`config.mk`:
```
export PLATFORM = sky130hd
export DESIGN_NAME = pick_arbiter
export DESIGN_NICKNAME = d
export VERILOG_FILES = /design/src/rtl/pick_arbiter.sv
export SDC_FILE = /design/constraint.sdc
export NUM_CORES = 1
export LEC_CHECK = 0
export BUFFER_PORTS_ARGS = -buffer_cell sky130_fd_sc_hd__buf_4
export CORE_ASPECT_RATIO = 2
export CORE_UTILIZATION = 38
export DETAILED_ROUTE_END_ITERATION = 8
export PLACE_DENSITY = 0.83
export SLEW_MARGIN = 20
export SYNTH_ARGS = -nofsm -noshare
export SYNTH_HDL_FRONTEND = slang
export SYNTH_SLANG_ARGS = --single-unit
```
`constraint.sdc`:
```
create_clock -name CLK -period 2.4 [get_ports CLK]
set_input_delay 0 -clock CLK [delete_from_list [all_inputs] [get_ports CLK]]
set_output_delay 0 -clock CLK [all_outputs]
set_load 0.005 [all_outputs]
```
`src/rtl/pick_arbiter.sv`:
```
// Round-robin arbiter granting one sensor channel per pixel packet to a shared picker.
// Validates the three header words and releases the grant on a bad header or dropped request.
module pick_arbiter #(
  parameter int pixelWidth = 16,
  parameter int numPixel   = 16,
  parameter int NUM_CH     = 4
) (
  input  logic                           CLK,
  input  logic                           RST,
  input  logic [NUM_CH-1:0]              REQ,
  input  logic [NUM_CH*pixelWidth-1:0]   DIN_ARR,
  output logic [NUM_CH-1:0]              GNT,
  output logic                           rcvReady,
  output logic [pixelWidth-1:0]          DOUT,
  output logic [$clog2(NUM_CH)-1:0]      CH_ID,
  output logic                           PKT_DONE,
  output logic                           ABORT
);

  localparam int CH_W      = $clog2(NUM_CH);
  localparam int PKT_WORDS = numPixel + 4;
  localparam int CNT_W     = $clog2(PKT_WORDS);

  localparam logic [pixelWidth-1:0] HDR_SYNC = pixelWidth'(16'hFFFF);
  localparam logic [pixelWidth-1:0] HDR_MARK = pixelWidth'(16'hAAAA);

  typedef enum logic [1:0] {IDLE, STREAM, GAP} state_t;

  state_t           state_reg, state_next;
  logic [CH_W-1:0]  ch_id_reg, ch_id_next;
  logic [CH_W-1:0]  rr_ptr_reg, rr_ptr_next;
  logic [CNT_W-1:0] word_cnt_reg, word_cnt_next;

  logic [pixelWidth-1:0] din_ch [NUM_CH];
  logic                  pick_found;
  logic [CH_W-1:0]       pick_idx;
  logic [CH_W-1:0]       cand;
  logic                  hdr_bad;
  logic                  req_lost;
  logic                  pkt_last;

  generate
    for (genvar gi = 0; gi < NUM_CH; gi++) begin : g_slice
      assign din_ch[gi] = DIN_ARR[gi*pixelWidth +: pixelWidth];
    end
  endgenerate

  // Search starts one past the last served channel so every requester gets a turn.
  always_comb begin
    pick_found = 1'b0;
    pick_idx   = '0;
    cand       = '0;
    for (int i = 1; i <= NUM_CH; i++) begin
      cand = CH_W'((int'(rr_ptr_reg) + i) % NUM_CH);
      if (!pick_found && REQ[cand]) begin
        pick_found = 1'b1;
        pick_idx   = cand;
      end
    end
  end

  always_comb begin
    state_next    = state_reg;
    ch_id_next    = ch_id_reg;
    rr_ptr_next   = rr_ptr_reg;
    word_cnt_next = word_cnt_reg;
    hdr_bad       = 1'b0;
    req_lost      = 1'b0;
    pkt_last      = 1'b0;
    GNT           = '0;
    rcvReady      = 1'b0;
    DOUT          = '0;
    PKT_DONE      = 1'b0;
    ABORT         = 1'b0;

    case (state_reg)
      IDLE: begin
        if (pick_found) begin
          state_next    = STREAM;
          ch_id_next    = pick_idx;
          word_cnt_next = '0;
        end
      end

      STREAM: begin
        GNT[ch_id_reg] = 1'b1;
        rcvReady       = 1'b1;
        DOUT           = din_ch[ch_id_reg];
        req_lost       = !REQ[ch_id_reg];
        pkt_last       = (word_cnt_reg == CNT_W'(PKT_WORDS - 1));

        if (word_cnt_reg == CNT_W'(0) || word_cnt_reg == CNT_W'(1))
          hdr_bad = (din_ch[ch_id_reg] != HDR_SYNC);
        else if (word_cnt_reg == CNT_W'(2))
          hdr_bad = (din_ch[ch_id_reg] != HDR_MARK);

        if (hdr_bad || req_lost) begin
          ABORT       = 1'b1;
          state_next  = GAP;
          rr_ptr_next = ch_id_reg;
        end else if (pkt_last) begin
          PKT_DONE    = 1'b1;
          state_next  = GAP;
          rr_ptr_next = ch_id_reg;
        end else begin
          word_cnt_next = word_cnt_reg + 1'b1;
        end
      end

      // One dead cycle lets the picker fall back to header search.
      GAP: state_next = IDLE;

      default: state_next = IDLE;
    endcase
  end

  always_ff @(posedge CLK or posedge RST) begin
    if (RST) begin
      state_reg    <= IDLE;
      ch_id_reg    <= '0;
      rr_ptr_reg   <= CH_W'(NUM_CH - 1);
      word_cnt_reg <= '0;
    end else begin
      state_reg    <= state_next;
      ch_id_reg    <= ch_id_next;
      rr_ptr_reg   <= rr_ptr_next;
      word_cnt_reg <= word_cnt_next;
    end
  end

  assign CH_ID = ch_id_reg;

endmodule
```
==> flow_summary_export.csv <==
group,metric,value,unit
final_layout,final_cells,291,
job,maxCapViolations,0,
yosys,ys_warn_count,0,
route,wl_per_cell,15.1,µm
critical_path,cp_slowest_cell,"mux4_2",
placed_design,hpwlAfterDp,3670,µm
route,routed_via_density,5.34,
route,drc,0,
final_layout,largest_register_ffs,5,
power_and_ir_drop,p_leak,0.00107,µW
worst_hold_path,whs_path_depth,3,
final_layout,stdcell_area,2250,µm²
sta,skew,0.00739,ns
worst_hold_path,hp-start,"REQ[2]",
yosys,async_flop_share,100,%
critical_path,cp-end-kind,"register",
critical_path,critPathKind,"register to register",
clock_network,clock_sinks,11,
critical_path,reg2reg_to,"word_cnt_reg[0]",
worst_hold_path,holdPathEnd,"CH_ID[1]",
die,fp.dieW,44.8,µm
die,rows,30,
placed_design,dpl_cell_area,2160,µm²
placed_design,place.gp.congestion,0.821,
power_and_ir_drop,irDropWorstVdd,0.663,mV
critical_path,rr_worst_depth,6,
route,drt-pass1-iter-count,4,
clock_network,clk_pin_slew,0.05,ns
final_layout,diodes,0,
grt,antenna_found_initial,0,
sta,clock.fmax,426,MHz
sta,final-hold-violation-count,0,
route,drt_iter0_markers,11,
route,ant_nets,0,
grt,grtUsageMet3,4.95,%
die,core-area,3450,µm²
placed_design,dp_cells,285,
final_layout,syn_to_final_growth,61.8,%
yosys,synth.distinct_cells,45,
sta,slew_violations,0,
grt,grt_pass1_wl,6510,µm
yosys,synth_nets,216,
power_and_ir_drop,power_density,927,nW/µm²
clock_network,clockRootBuffer,"clkbuf_8",
die,pin_count,95,
critical_path,cp.depth,6,
worst_hold_path,hp-class,"input pin to register",
sta,layout_worst_path_cycle_share,97.7,%
route,wl,4400,µm
final_layout,drive_above_1_share,55.1,%
die,initial_core_util,40.4,%
sta,period_minus_slack,2.34,ns
route,num_vias,1555,
critical_path,crit_fanout,6,
status,outcome,"complete, no violations",
final_layout,fin_nets,318,
grt,grt_usage,22.4,%
die,die_height,87.7,µm
critical_path,arrival,2.46,ns
critical_path,worstPathRequired,2.51,ns
sta,setup_violations,0,
sta,worstMarginPinSlew,0.414,ns
critical_path,critPathLaunchType,"register",
yosys,ys_ff_latch,11,
yosys,synth_flop_cell,"dfrtp_1",
critical_path,worst-path-buf-inv,0,
yosys,synth_cells,142,
critical_path,crit_chain,"mux4_2, nor4_4, nand4b_1, a2111oi_4, nor2b_2, mux2i_1",
grt,grt_max_degree,20,
sta,rsz0062_at_grt,"true",
critical_path,r2r-start,"CH_ID[0]",
grt,overflow,0,
clock_network,htreeDepth,1,
final_layout,fillers,298,
die,dieArea,3930,µm²
grt,globalRoute.busiestLayer,"met2",
sta,slew_headroom,72.4,%
critical_path,slowest_delay,0.57,ns
clock_network,cts_made_buffers,3,
grt,met2_usage,45.7,%
clock_network,cts_tree,"done",
grt,grt_pass1_vias,1490,
placed_design,port_buffers,94,
yosys,syn_area,1390,µm²
yosys,synth.avg_cell_area,9.82,µm²
yosys,synth_edf_count,0,
yosys,seq_area_frac_synth,19.9,%
clock_network,clockBufferDepth,2,
critical_path,cpLargestDelayFamily,"multiplexers",
clock_network,clk_latency,0.24,ns
grt,use_met1,19.0,%
critical_path,r2r_slack,0.06,ns
==> cell type report <==
| type | count | area [µm²] | share of cell area [%] |
|---|---|---|---|
| Clock buffer | 3 | 41.3 | 1.83 |
| Sequential cell | 11 | 279 | 12.4 |
| Multi-Input combinational cell | 116 | 1050 | 46.7 |
| Clock inverter | 1 | 5.00 | 0.222 |
| Timing Repair Buffer | 105 | 791 | 35.1 |
| Tap cell | 48 | 60.1 | 2.66 |
| Inverter | 7 | 26.3 | 1.17 |
==> layer usage <==
| layer | share of wire (%) | up-vias |
|---|---|---|
| li1 | - | 743 |
| met1 | 30 | 735 |
| met2 | 59 | 66 |
| met3 | 9.1 | 11 |
| met4 | 2.4 | 0 |
| met5 | 0 | - |
==> how the worst max path moves through the flow <==
| stage | start | endpoint | slack (ns) |
|---|---|---|---|
| 6_report | CH_ID[0] | word_cnt_reg[0] | 0.06 |
| 5_1_grt | CH_ID[0] | word_cnt_reg[0] | -0.05 |
| 4_1_cts | CH_ID[0] | rr_ptr_reg[1] | 0.004 |
| 3_5_place_dp | CH_ID[0] | word_cnt_reg[0] | -0.08 |
| 3_3_place_gp | CH_ID[0] | word_cnt_reg[0] | -0.01 |
| 2_1_floorplan | CH_ID[0] | word_cnt_reg[0] | 0.12 |
==> tightest hold or removal path: stages <==
cell	delay, ns
buf_4	0.10
nor2_1	0.05
o31ai_1	0.22
==> cells by family (layout without fill, tap and decap cells) <==
logic type | count (synthesis) | in the layout | synth area share (%)
simple gates | 68 | 68 | 27.0
mux | 22 | 22 | 32.0
buf+inv | 15 | 116 | 6.37
fa+ha+maj | 4 | 4 | 3.59
compound gates | 22 | 22 | 11.1
flops | 11 | 11 | 19.9
==> Yosys cell counts (all sizes together) (2+ instances only) <==
| cell type | n | area share [%] |
|---|---|---|
| nor2 | 14 | 3.8 |
| nor4 | 3 | 1.8 |
| nor3b | 2 | 1.1 |
| nand4 | 2 | 0.90 |
| o31ai | 2 | 1.1 |
| and2 | 16 | 7.3 |
| inv | 7 | 1.9 |
| nand4b | 2 | 1.3 |
| a211oi | 2 | 1.1 |
| mux2 | 2 | 1.6 |
| nand3 | 3 | 1.1 |
| a21oi | 3 | 1.1 |
| and3 | 2 | 0.99 |
| dfstp | 2 | 3.8 |
| buf | 6 | 3.9 |
| dfrtp | 9 | 16 |
| mux2i | 4 | 2.9 |
| ha | 4 | 3.6 |
| clkbuf | 2 | 0.54 |
| nand2 | 12 | 3.2 |
| mux4 | 16 | 27 |
| nor2b | 2 | 1.1 |
| o21ai | 6 | 2.2 |
| nor3 | 6 | 2.2 |
| nand2b | 2 | 1.1 |
==> cells in the final DEF (no fill, tap or decap), types with 3 or more instances in the layout <==
cell type / count
a21oi_1: 3
and2_1: 15
buf_4: 104
clkbuf_8: 3
dfrtp_1: 8
ha_1: 4
inv_1: 7
mux2i_1: 4
mux4_1: 5
mux4_2: 11
nand2_1: 12
nand3_1: 3
nor2_1: 13
nor3_1: 6
o21ai_0: 6
==> through the flow <==
stage | power (µW) | utilization [%] | setup TNS (ns) | worst slack, ns | hold slack [ns]
after global routing | 2260 | 65.3 | -0.112 | -0.0509 | 0.203
final | 2090 | 65.3 | 0 | 0.0551 | 0.161
after CTS | 2060 | 64.7 | 0 | 0.00389 | 0.158
after floorplan | 1320 | - | 0 | 0.122 | -0.149
after detailed placement | 1870 | 62.7 | -0.198 | -0.0828 | 0.0183
after global placement | 1830 | 62.7 | -0.0257 | -0.0129 | 0.0205
==> where the power goes <==
group	switching [µW]	total, µW	internal (µW)
Sequential	86.1	353	267
Combinational	700	1550	854
Clock	69.2	183	114
Total	855	2090	1240
==> timing repair <==
action	CTS	global route
buffers inserted	0	1
endpoints found under the hold margin	9	0
pin swaps	0	6
hold buffers	1	0
setup endpoints to repair	5	6
resized for setup	2	4
(Power assumes the default switching activity.)
